--- config.mk ---
export PLATFORM = sky130hd
export DESIGN_NAME = spu_reg_scoreboard_flat
export DESIGN_NICKNAME = d
export VERILOG_FILES = /design/src/rtl/spu_reg_scoreboard_if.sv /design/src/rtl/spu_reg_scoreboard.sv /design/src/flat_wrapper.sv
export SDC_FILE = /design/constraint.sdc
export NUM_CORES = 2
export LEC_CHECK = 0
export BUFFER_PORTS_ARGS = -buffer_cell sky130_fd_sc_hd__buf_2
export CAP_MARGIN = 5
export CELL_PAD_IN_SITES_DETAIL_PLACEMENT = 2
export CELL_PAD_IN_SITES_GLOBAL_PLACEMENT = 2
export CORE_UTILIZATION = 42
export DETAILED_ROUTE_END_ITERATION = 8
export PLACE_DENSITY = 0.85
export SLEW_MARGIN = 40
export SYNTH_ARGS = -nofsm -noshare
export SYNTH_HDL_FRONTEND = slang
export SYNTH_SLANG_ARGS = --single-unit
--- constraint.sdc ---
create_clock -name clk -period 4.4 [get_ports clk]
set_clock_uncertainty 0.1 [all_clocks]
set_input_delay 0.44 -clock clk [delete_from_list [all_inputs] [get_ports clk]]
set_output_delay 0.44 -clock clk [all_outputs]
set_load 0.01 [all_outputs]
--- src/rtl/spu_reg_scoreboard_if.sv ---
// spu_reg_scoreboard_if: issue-query, issue, retire and
// status bundle between the SPU issue stage and its scoreboard.
interface spu_reg_scoreboard_if #(
  parameter int AW = 7
);
  logic [AW-1:0] q_e_ra;
  logic [AW-1:0] q_e_rb;
  logic [AW-1:0] q_e_rc;
  logic [2:0]    q_e_use;
  logic [AW-1:0] q_e_rt;
  logic          q_e_wreg;
  logic          q_e_vld;

  logic [AW-1:0] q_o_ra;
  logic [AW-1:0] q_o_rb;
  logic [AW-1:0] q_o_rc;
  logic [2:0]    q_o_use;
  logic [AW-1:0] q_o_rt;
  logic          q_o_wreg;
  logic          q_o_vld;

  logic          iss_e;
  logic          iss_o;

  logic [AW-1:0] ret_rtaddr_e;
  logic          ret_wreg_e;
  logic [AW-1:0] ret_rtaddr_o;
  logic          ret_wreg_o;

  logic          sb_stall_e;
  logic          sb_stall_o;
  logic          sb_idle;
  logic          sb_overflow;
  logic          sb_underflow;

  modport master (
    output q_e_ra, q_e_rb, q_e_rc, q_e_use,
    output q_e_rt, q_e_wreg, q_e_vld,
    output q_o_ra, q_o_rb, q_o_rc, q_o_use,
    output q_o_rt, q_o_wreg, q_o_vld,
    output iss_e, iss_o,
    output ret_rtaddr_e, ret_wreg_e,
    output ret_rtaddr_o, ret_wreg_o,
    input  sb_stall_e, sb_stall_o,
    input  sb_idle, sb_overflow, sb_underflow
  );

  modport slave (
    input  q_e_ra, q_e_rb, q_e_rc, q_e_use,
    input  q_e_rt, q_e_wreg, q_e_vld,
    input  q_o_ra, q_o_rb, q_o_rc, q_o_use,
    input  q_o_rt, q_o_wreg, q_o_vld,
    input  iss_e, iss_o,
    input  ret_rtaddr_e, ret_wreg_e,
    input  ret_rtaddr_o, ret_wreg_o,
    output sb_stall_e, sb_stall_o,
    output sb_idle, sb_overflow, sb_underflow
  );
endinterface

--- src/rtl/spu_reg_scoreboard.sv ---
// spu_reg_scoreboard: per-register pending-write counters
// for the dual-issue SPU, driving per-pipe issue stalls.
module spu_reg_scoreboard #(
  parameter int NREG  = 128,
  parameter int CNT_W = 2
) (
  input logic                 clk,
  input logic                 rst,
  spu_reg_scoreboard_if.slave sb
);
  localparam int AW = $clog2(NREG);
  localparam int SW = CNT_W + 2;
  localparam logic [CNT_W-1:0] CMAX = {CNT_W{1'b1}};
  localparam logic [CNT_W-1:0] CTWO = CNT_W'(2);

  logic [CNT_W-1:0] cnt     [NREG];
  logic [CNT_W-1:0] cnt_nxt [NREG];
  logic [1:0]       inc     [NREG];
  logic [1:0]       dec     [NREG];
  logic [SW-1:0]    sum     [NREG];

  logic idle_q;
  logic ovf_q;
  logic unf_q;
  logic idle_nxt;
  logic ovf_hit;
  logic unf_hit;

  logic e_src;
  logic e_dst;
  logic o_src;
  logic o_dst;
  logic o_raw;
  logic o_waw;

  // Hazard terms from registered counts; no same-cycle retire bypass
  always_comb begin
    e_src = (sb.q_e_use[0] && cnt[sb.q_e_ra] != '0)
         || (sb.q_e_use[1] && cnt[sb.q_e_rb] != '0)
         || (sb.q_e_use[2] && cnt[sb.q_e_rc] != '0);
    e_dst = sb.q_e_wreg && cnt[sb.q_e_rt] == CMAX;
    o_src = (sb.q_o_use[0] && cnt[sb.q_o_ra] != '0)
         || (sb.q_o_use[1] && cnt[sb.q_o_rb] != '0)
         || (sb.q_o_use[2] && cnt[sb.q_o_rc] != '0);
    o_dst = sb.q_o_wreg && cnt[sb.q_o_rt] == CMAX;
    o_raw = sb.q_e_vld && sb.q_e_wreg
         && ((sb.q_o_use[0] && sb.q_e_rt == sb.q_o_ra)
          || (sb.q_o_use[1] && sb.q_e_rt == sb.q_o_rb)
          || (sb.q_o_use[2] && sb.q_e_rt == sb.q_o_rc));
    o_waw = sb.q_e_vld && sb.q_e_wreg && sb.q_o_wreg
         && sb.q_e_rt == sb.q_o_rt
         && cnt[sb.q_o_rt] >= CTWO;
  end

  assign sb.sb_stall_e = sb.q_e_vld && (e_src || e_dst);
  assign sb.sb_stall_o = sb.q_o_vld
                      && (o_src || o_dst || o_raw || o_waw);

  // Net issue/retire update per register, clamped at both ends
  always_comb begin
    idle_nxt = 1'b1;
    ovf_hit  = 1'b0;
    unf_hit  = 1'b0;
    for (int i = 0; i < NREG; i++) begin
      inc[i] = {1'b0, sb.iss_e && sb.q_e_wreg
                      && sb.q_e_rt == AW'(i)}
             + {1'b0, sb.iss_o && sb.q_o_wreg
                      && sb.q_o_rt == AW'(i)};
      dec[i] = {1'b0, sb.ret_wreg_e
                      && sb.ret_rtaddr_e == AW'(i)}
             + {1'b0, sb.ret_wreg_o
                      && sb.ret_rtaddr_o == AW'(i)};
      sum[i] = {2'b00, cnt[i]}
             + {{CNT_W{1'b0}}, inc[i]}
             - {{CNT_W{1'b0}}, dec[i]};
      if (sum[i][SW-1]) begin
        cnt_nxt[i] = '0;
        unf_hit    = 1'b1;
      end else if (sum[i] > {2'b00, CMAX}) begin
        cnt_nxt[i] = CMAX;
        ovf_hit    = 1'b1;
      end else begin
        cnt_nxt[i] = sum[i][CNT_W-1:0];
      end
      idle_nxt = idle_nxt && (cnt_nxt[i] == '0);
    end
  end

  // Counter array, cleared asynchronously
  always_ff @(posedge clk or negedge rst) begin
    if (!rst) begin
      for (int i = 0; i < NREG; i++) cnt[i] <= '0;
    end else begin
      for (int i = 0; i < NREG; i++) cnt[i] <= cnt_nxt[i];
    end
  end

  // Registered idle and sticky error flags
  always_ff @(posedge clk or negedge rst) begin
    if (!rst) begin
      idle_q <= 1'b1;
      ovf_q  <= 1'b0;
      unf_q  <= 1'b0;
    end else begin
      idle_q <= idle_nxt;
      ovf_q  <= ovf_q | ovf_hit;
      unf_q  <= unf_q | unf_hit;
    end
  end

  assign sb.sb_idle      = idle_q;
  assign sb.sb_overflow  = ovf_q;
  assign sb.sb_underflow = unf_q;
endmodule

--- src/flat_wrapper.sv ---
// flat-port wrapper written by rule: the top's interface ports become plain ports
module spu_reg_scoreboard_flat 
#(
  parameter int NREG  = 128,
  parameter int CNT_W = 2
)
  (clk, rst, sb_q_e_ra, sb_q_e_rb, sb_q_e_rc, sb_q_e_use, sb_q_e_rt, sb_q_e_wreg, sb_q_e_vld, sb_q_o_ra, sb_q_o_rb, sb_q_o_rc, sb_q_o_use, sb_q_o_rt, sb_q_o_wreg, sb_q_o_vld, sb_iss_e, sb_iss_o, sb_ret_rtaddr_e, sb_ret_wreg_e, sb_ret_rtaddr_o, sb_ret_wreg_o, sb_sb_stall_e, sb_sb_stall_o, sb_sb_idle, sb_sb_overflow, sb_sb_underflow);
  spu_reg_scoreboard_if #(.AW(7)) sb_i ();
  input logic clk;
  input logic rst;
  input wire logic [$bits(sb_i.q_e_ra)-1:0] sb_q_e_ra;
  input wire logic [$bits(sb_i.q_e_rb)-1:0] sb_q_e_rb;
  input wire logic [$bits(sb_i.q_e_rc)-1:0] sb_q_e_rc;
  input wire logic [$bits(sb_i.q_e_use)-1:0] sb_q_e_use;
  input wire logic [$bits(sb_i.q_e_rt)-1:0] sb_q_e_rt;
  input wire logic [$bits(sb_i.q_e_wreg)-1:0] sb_q_e_wreg;
  input wire logic [$bits(sb_i.q_e_vld)-1:0] sb_q_e_vld;
  input wire logic [$bits(sb_i.q_o_ra)-1:0] sb_q_o_ra;
  input wire logic [$bits(sb_i.q_o_rb)-1:0] sb_q_o_rb;
  input wire logic [$bits(sb_i.q_o_rc)-1:0] sb_q_o_rc;
  input wire logic [$bits(sb_i.q_o_use)-1:0] sb_q_o_use;
  input wire logic [$bits(sb_i.q_o_rt)-1:0] sb_q_o_rt;
  input wire logic [$bits(sb_i.q_o_wreg)-1:0] sb_q_o_wreg;
  input wire logic [$bits(sb_i.q_o_vld)-1:0] sb_q_o_vld;
  input wire logic [$bits(sb_i.iss_e)-1:0] sb_iss_e;
  input wire logic [$bits(sb_i.iss_o)-1:0] sb_iss_o;
  input wire logic [$bits(sb_i.ret_rtaddr_e)-1:0] sb_ret_rtaddr_e;
  input wire logic [$bits(sb_i.ret_wreg_e)-1:0] sb_ret_wreg_e;
  input wire logic [$bits(sb_i.ret_rtaddr_o)-1:0] sb_ret_rtaddr_o;
  input wire logic [$bits(sb_i.ret_wreg_o)-1:0] sb_ret_wreg_o;
  output wire logic [$bits(sb_i.sb_stall_e)-1:0] sb_sb_stall_e;
  output wire logic [$bits(sb_i.sb_stall_o)-1:0] sb_sb_stall_o;
  output wire logic [$bits(sb_i.sb_idle)-1:0] sb_sb_idle;
  output wire logic [$bits(sb_i.sb_overflow)-1:0] sb_sb_overflow;
  output wire logic [$bits(sb_i.sb_underflow)-1:0] sb_sb_underflow;
  assign sb_i.q_e_ra = sb_q_e_ra;
  assign sb_i.q_e_rb = sb_q_e_rb;
  assign sb_i.q_e_rc = sb_q_e_rc;
  assign sb_i.q_e_use = sb_q_e_use;
  assign sb_i.q_e_rt = sb_q_e_rt;
  assign sb_i.q_e_wreg = sb_q_e_wreg;
  assign sb_i.q_e_vld = sb_q_e_vld;
  assign sb_i.q_o_ra = sb_q_o_ra;
  assign sb_i.q_o_rb = sb_q_o_rb;
  assign sb_i.q_o_rc = sb_q_o_rc;
  assign sb_i.q_o_use = sb_q_o_use;
  assign sb_i.q_o_rt = sb_q_o_rt;
  assign sb_i.q_o_wreg = sb_q_o_wreg;
  assign sb_i.q_o_vld = sb_q_o_vld;
  assign sb_i.iss_e = sb_iss_e;
  assign sb_i.iss_o = sb_iss_o;
  assign sb_i.ret_rtaddr_e = sb_ret_rtaddr_e;
  assign sb_i.ret_wreg_e = sb_ret_wreg_e;
  assign sb_i.ret_rtaddr_o = sb_ret_rtaddr_o;
  assign sb_i.ret_wreg_o = sb_ret_wreg_o;
  assign sb_sb_stall_e = sb_i.sb_stall_e;
  assign sb_sb_stall_o = sb_i.sb_stall_o;
  assign sb_sb_idle = sb_i.sb_idle;
  assign sb_sb_overflow = sb_i.sb_overflow;
  assign sb_sb_underflow = sb_i.sb_underflow;
  spu_reg_scoreboard #(.NREG(NREG), .CNT_W(CNT_W)) u_core (.clk(clk), .rst(rst), .sb(sb_i));
endmodule
==> flow_metrics.py, run 1 <==
metrics = {
    "place": {
        "io_buffers": 90,
        "gp_congestion": 1.325,
        "dp.final_hpwl_mm": 283.5,
    },
    "clock_network": {
        "cts-htree-levels": 2,
        "ctsHoldBuffers": 1,
        "clock_sinks": 259,
        "cts-root-buf": "clkbuf_16",
        "numCtsBuffers": 38,
        "cts.path.max_buffers": 3,
        "post_cts_resized": 363,
        "post_cts_buffers": 17,
    },
    "floorplanning": {
        "rows": 109,
        "die-width_um": 300.6,
        "die_height_um": 300.6,
        "pin_count": 91,
        "start_util_pct": 42.38,
    },
    "logic_synthesis": {
        "synthCells": 4118,
        "post-synth-top-area-fraction_pct": 17.50,
        "syn-cell-area_sq_mm": 0.03746,
        "synth-edff-count": 0,
        "synth.area.top_cells": "mux4_2 (17%), dfrtp_1 (17%), fa_1 (14%)",
        "synth_cell_type_count": 73,
        "syn_nets": 4720,
        "synthArstFlopShare_pct": 100.0,
        "yosysWarnings": 0,
        "synthFlopType": "dfrtp_1",
        "synth_area_leader_cell": "mux4_2",
        "synth_seq_cells": 259,
        "seq_area_frac_synth_pct": 17.31,
        "avgSynthCellArea_sq_um": 9.096,
    },
    "run_status": {
        "lastStage": "clock tree synthesis (4_1_cts)",
        "status": "did not finish",
        "tool.error": "[ERROR DPL-0033] detailed placement checks failed during check placement.",
    },
}
-- synthesized netlist by cell type, drive strengths merged (38+ instances only) --
master and n:
nor3 111, mux4 302, a22oi 42, xnor2 105
nand4 52, a31oi 115, buf 74, dfrtp 258
fa 260, nand3b 38, a21oi 281, nor2b 47
nand2 170, inv 389, nor4 96, nor2 757
nand2b 145, ha 256, o22ai 93, a211oi 69
clkbuf 108, nand3 90
-- per-stage QoR --
step / utilization, % / worst slack, ps / cells / hold WS (ps) / cell area (sq um)
2_1_floorplan: - / -7.841 / 4118 / 44.41 / 37530
3_3_place_gp: 52.23 / -859.2 / 6099 / 383.5 / 46160
3_5_place_dp: 52.25 / -1495 / 6099 / 388.5 / 46180
-- cell families after synthesis --
group | synth area share [%]
adder cells (fa/ha/maj) | 22.45
flip-flops | 17.31
XOR/XNOR | 2.502
buffers and inverters | 6.016
AND/OR/NAND/NOR | 20.37
AO/OA/AOI/OAI | 11.80
multiplexers | 19.56
==> inputs of run 2 (changes only) <==
--- a/config.mk
+++ b/config.mk
@@ -7,11 +7,9 @@
 export LEC_CHECK = 0
 export BUFFER_PORTS_ARGS = -buffer_cell sky130_fd_sc_hd__buf_2
 export CAP_MARGIN = 5
-export CELL_PAD_IN_SITES_DETAIL_PLACEMENT = 2
-export CELL_PAD_IN_SITES_GLOBAL_PLACEMENT = 2
-export CORE_UTILIZATION = 42
+export CORE_UTILIZATION = 32
 export DETAILED_ROUTE_END_ITERATION = 8
-export PLACE_DENSITY = 0.85
+export PLACE_DENSITY_LB_ADDON = 0.15
 export SLEW_MARGIN = 40
 export SYNTH_ARGS = -nofsm -noshare
 export SYNTH_HDL_FRONTEND = slang
==> run 2 against run 1 <==
Net effect: the flow now finishes, with violations (setup timing); synthesized cell count unchanged; synthesized area unchanged.
==> flow_metrics.py, run 2 <==
metrics = {
    "run_status": {
        "status": "finished, violations left",
        "violations": "setup timing",
    },
    "place": {
        "dp.final_hpwl_mm": 256.8,
        "io_buffers": 90,
        "gp_congestion": 1.163,
        "placed_area_sq_mm": 0.05016,
    },
    "floorplanning": {
        "die_height_um": 344.1,
        "core_area_sq_mm": 0.1160,
        "rows": 125,
        "die_area_sq_mm": 0.1184,
        "start_util_pct": 32.28,
        "pin_count": 91,
        "die-width_um": 344.1,
    },
    "global_route": {
        "grt_pass1_wl_mm": 385.6,
        "antenna_found_initial": 45,
        "track_usage_pct": 49.80,
        "grt_max_degree": 85,
        "gr-total-overflow": 0,
        "grt_pass1_vias": 41836,
    },
    "timing": {
        "fmax_mhz": 223.4,
        "setup_violations": 1,
        "final_min_period_over_clock_period_pct": 101.7,
        "setup_ws_ps": -76.77,
        "fin_setup_tns_ps": -76.77,
        "worst_pin_slew_ps": 946.0,
        "slew_headroom_pct": 36.93,
        "rsz0062_at_grt": "yes",
        "fin_crit_ps": 4477,
        "finalHoldViolCount": 0,
        "final_max_slew_viol_count": 0,
    },
    "routing": {
        "antenna_left": 0,
        "dr.pass1.iters": 6,
        "drt-vias-per-instance": 6.372,
        "drt_iter0_drc": 6273,
        "wl_per_cell_um": 43.21,
        "via_count": 43917,
        "routed_wirelength_mm": 297.8,
        "drc": 0,
    },
    "logic_synthesis": {
        "synth_seq_cells": 259,
        "syn_nets": 4720,
        "post-synth-top-area-fraction_pct": 17.50,
        "yosysWarnings": 0,
        "synthCells": 4118,
        "synth_most_common_cell": "nor2_1",
        "synthFlopType": "dfrtp_1",
        "syn-cell-area_sq_mm": 0.03746,
        "synth_cell_type_count": 73,
        "seq_area_frac_synth_pct": 17.31,
        "avgSynthCellArea_sq_um": 9.096,
        "ys_top_cells_by_count": "nor2_1 (753), inv_1 (388), mux4_2 (291), a21oi_1 (281), fa_1 (260)",
        "synthArstFlopShare_pct": 100.0,
        "synth_area_leader_cell": "mux4_2",
        "synth.area.top_cells": "mux4_2 (17%), dfrtp_1 (17%), fa_1 (14%)",
        "synth-edff-count": 0,
    },
    "worst_setup_path": {
        "arrival_ps": 4930,
        "reg2reg_from": "u_core.cnt[216]",
        "end_kind": "register",
        "start_kind": "input port",
        "critPathRequiredTime_ps": 4850,
        "criticalPathCategory": "input port to register",
        "startpoint": "sb_q_e_rt[6]",
        "path_max_fanout": 6,
    },
    "power_and_ir_drop": {
        "pwr-share-comb_pct": 59.1,
        "power.internal_mw": 12.87,
        "pwr-share-clk_pct": 13.9,
        "netSwitchingPower_mw": 15.02,
        "leakagePower_nw": 23.32,
        "power.density_mw_per_mm2": 535.0,
        "p_sw_share_pct": 53.87,
        "seq_power_share_pct": 27.0,
        "irDropWorstVdd_mv": 0.4203,
    },
    "layout": {
        "fillCellCount": 11607,
        "syn_to_final_growth_pct": 39.15,
        "multi_input_area_sq_mm": 0.02919,
        "layout_commonest_cell": "buf_4",
        "finish.instance_area_sq_mm": 0.05212,
        "largest_register_ffs": 256,
        "seq_area_sq_mm": 0.006486,
        "final_cell_mix": "buf_4 (1120), nor2_1 (735), inv_1 (388)",
        "nets": 5924,
        "largest-register": "u_core.cnt",
        "drive_above_1_share_pct": 33.86,
    },
    "hold_path": {
        "hold_class": "input port to async pin",
    },
    "clock_network": {
        "cts.path.max_buffers": 3,
        "cts-root-buf": "clkbuf_16",
        "cts_tree": "built",
        "numCtsBuffers": 42,
        "cts-htree-levels": 2,
        "clock_latency_ps": 660,
        "clkTransAtPathRegs_ps": 60,
        "clock_sinks": 259,
    },
    "flow_run": {
        "drv_cap": 0,
    },
}
[run 2: what timing repair did]
item | CTS | global route
pin swaps | 2 | 17
resized for setup | 21 | 65
hold buffers | 1 | 0
setup endpoints to repair | 4 | 5
buffers inserted | 0 | 4
hold endpoints to repair | 61 | 0
[run 2: logic make-up (layout without fill, tap and decap cells)]
| logic type | count (synthesis) | in the layout | synth area share (%) |
|---|---|---|---|
| adder cells (fa/ha/maj) | 516 | 516 | 22.45 |
| AO/OA/AOI/OAI | 710 | 710 | 11.80 |
| XOR/XNOR | 107 | 107 | 2.502 |
| flip-flops | 259 | 259 | 17.31 |
| multiplexers | 349 | 349 | 19.56 |
| AND/OR/NAND/NOR | 1604 | 1604 | 20.37 |
| other | 0 | 13 | 0 |
| buffers and inverters | 573 | 1810 | 6.016 |
[run 2: worst paths after layout]
check | to | slack [ps] | depth (start not counted)
max | u_core.sb.sb_idle | -80 | 18
min | u_core.cnt[93] | 260 | 2
max reg2reg | u_core.sb.sb_idle | 30 | 12
min reg2reg | u_core.cnt[66] | 830 | 3
max in group asynchronous | u_core.cnt[39] | 2890 | 3
min in group clk | u_core.cnt[146] | 590 | 5
[run 2: critical path, cell delays in order]
cell and delay (ps):
buf_2 180, or3b_2 620, buf_4 220, nor2_2 300, buf_4 210, fa_1 160, inv_1 50, fa_1 380
ha_1 240, nand2b_1 150, a21oi_1 170, a31oi_1 170, nor4_2 400, nand3b_1 330, nor4_2 340, buf_4 200
nand3_2 130, nor4_4 220
[run 2: power by group through the flow]
stage | Sequential [mW] | Clock (mW) | Combinational [mW]
CTS | 7.00 | 3.87 | 15.6
global placement | 7.02 | 0 | 15.4
global route | 7.29 | 3.96 | 17.0
finish | 7.53 | 3.88 | 16.5
floorplan | 4.71 | 0 | 7.95
detailed placement | 7.04 | 0 | 15.4
[run 2: final cells by class]
cell class	count	share of cell area [%]
flip-flops and latches	259	12.44
repair buffers	1342	22.16
multi-input cells	3286	56.00
well taps	1524	3.658
inverters	391	2.816
clock buffers	59	2.415
diodes	13	0.06241
clock inverters	18	0.4417
[run 2: routing by layer]
layer,GRT usage (%),routed length [um],share of wire [%]
met4,39.97,30250,10
met2,69.68,118600,40
met5,0,329,0.11
met3,18.79,38880,13
met1,60.96,109800,37
[run 2: through the flow]
stage	util, %	power [mW]	instances	hold WS, ps	setup WS (ps)
2_1_floorplan	-	12.66	4118	44.41	-7.841
3_3_place_gp	43.21	22.40	6797	381.9	-1065
3_5_place_dp	43.22	22.47	6797	371.8	-1035
4_1_cts	44.60	26.45	6875	280.4	1.589
5_1_grt	44.89	28.22	6881	297.2	-49.53
6_report	44.91	27.89	6892	257.4	-76.77
Note: power is estimated with default switching activity, not from simulation.
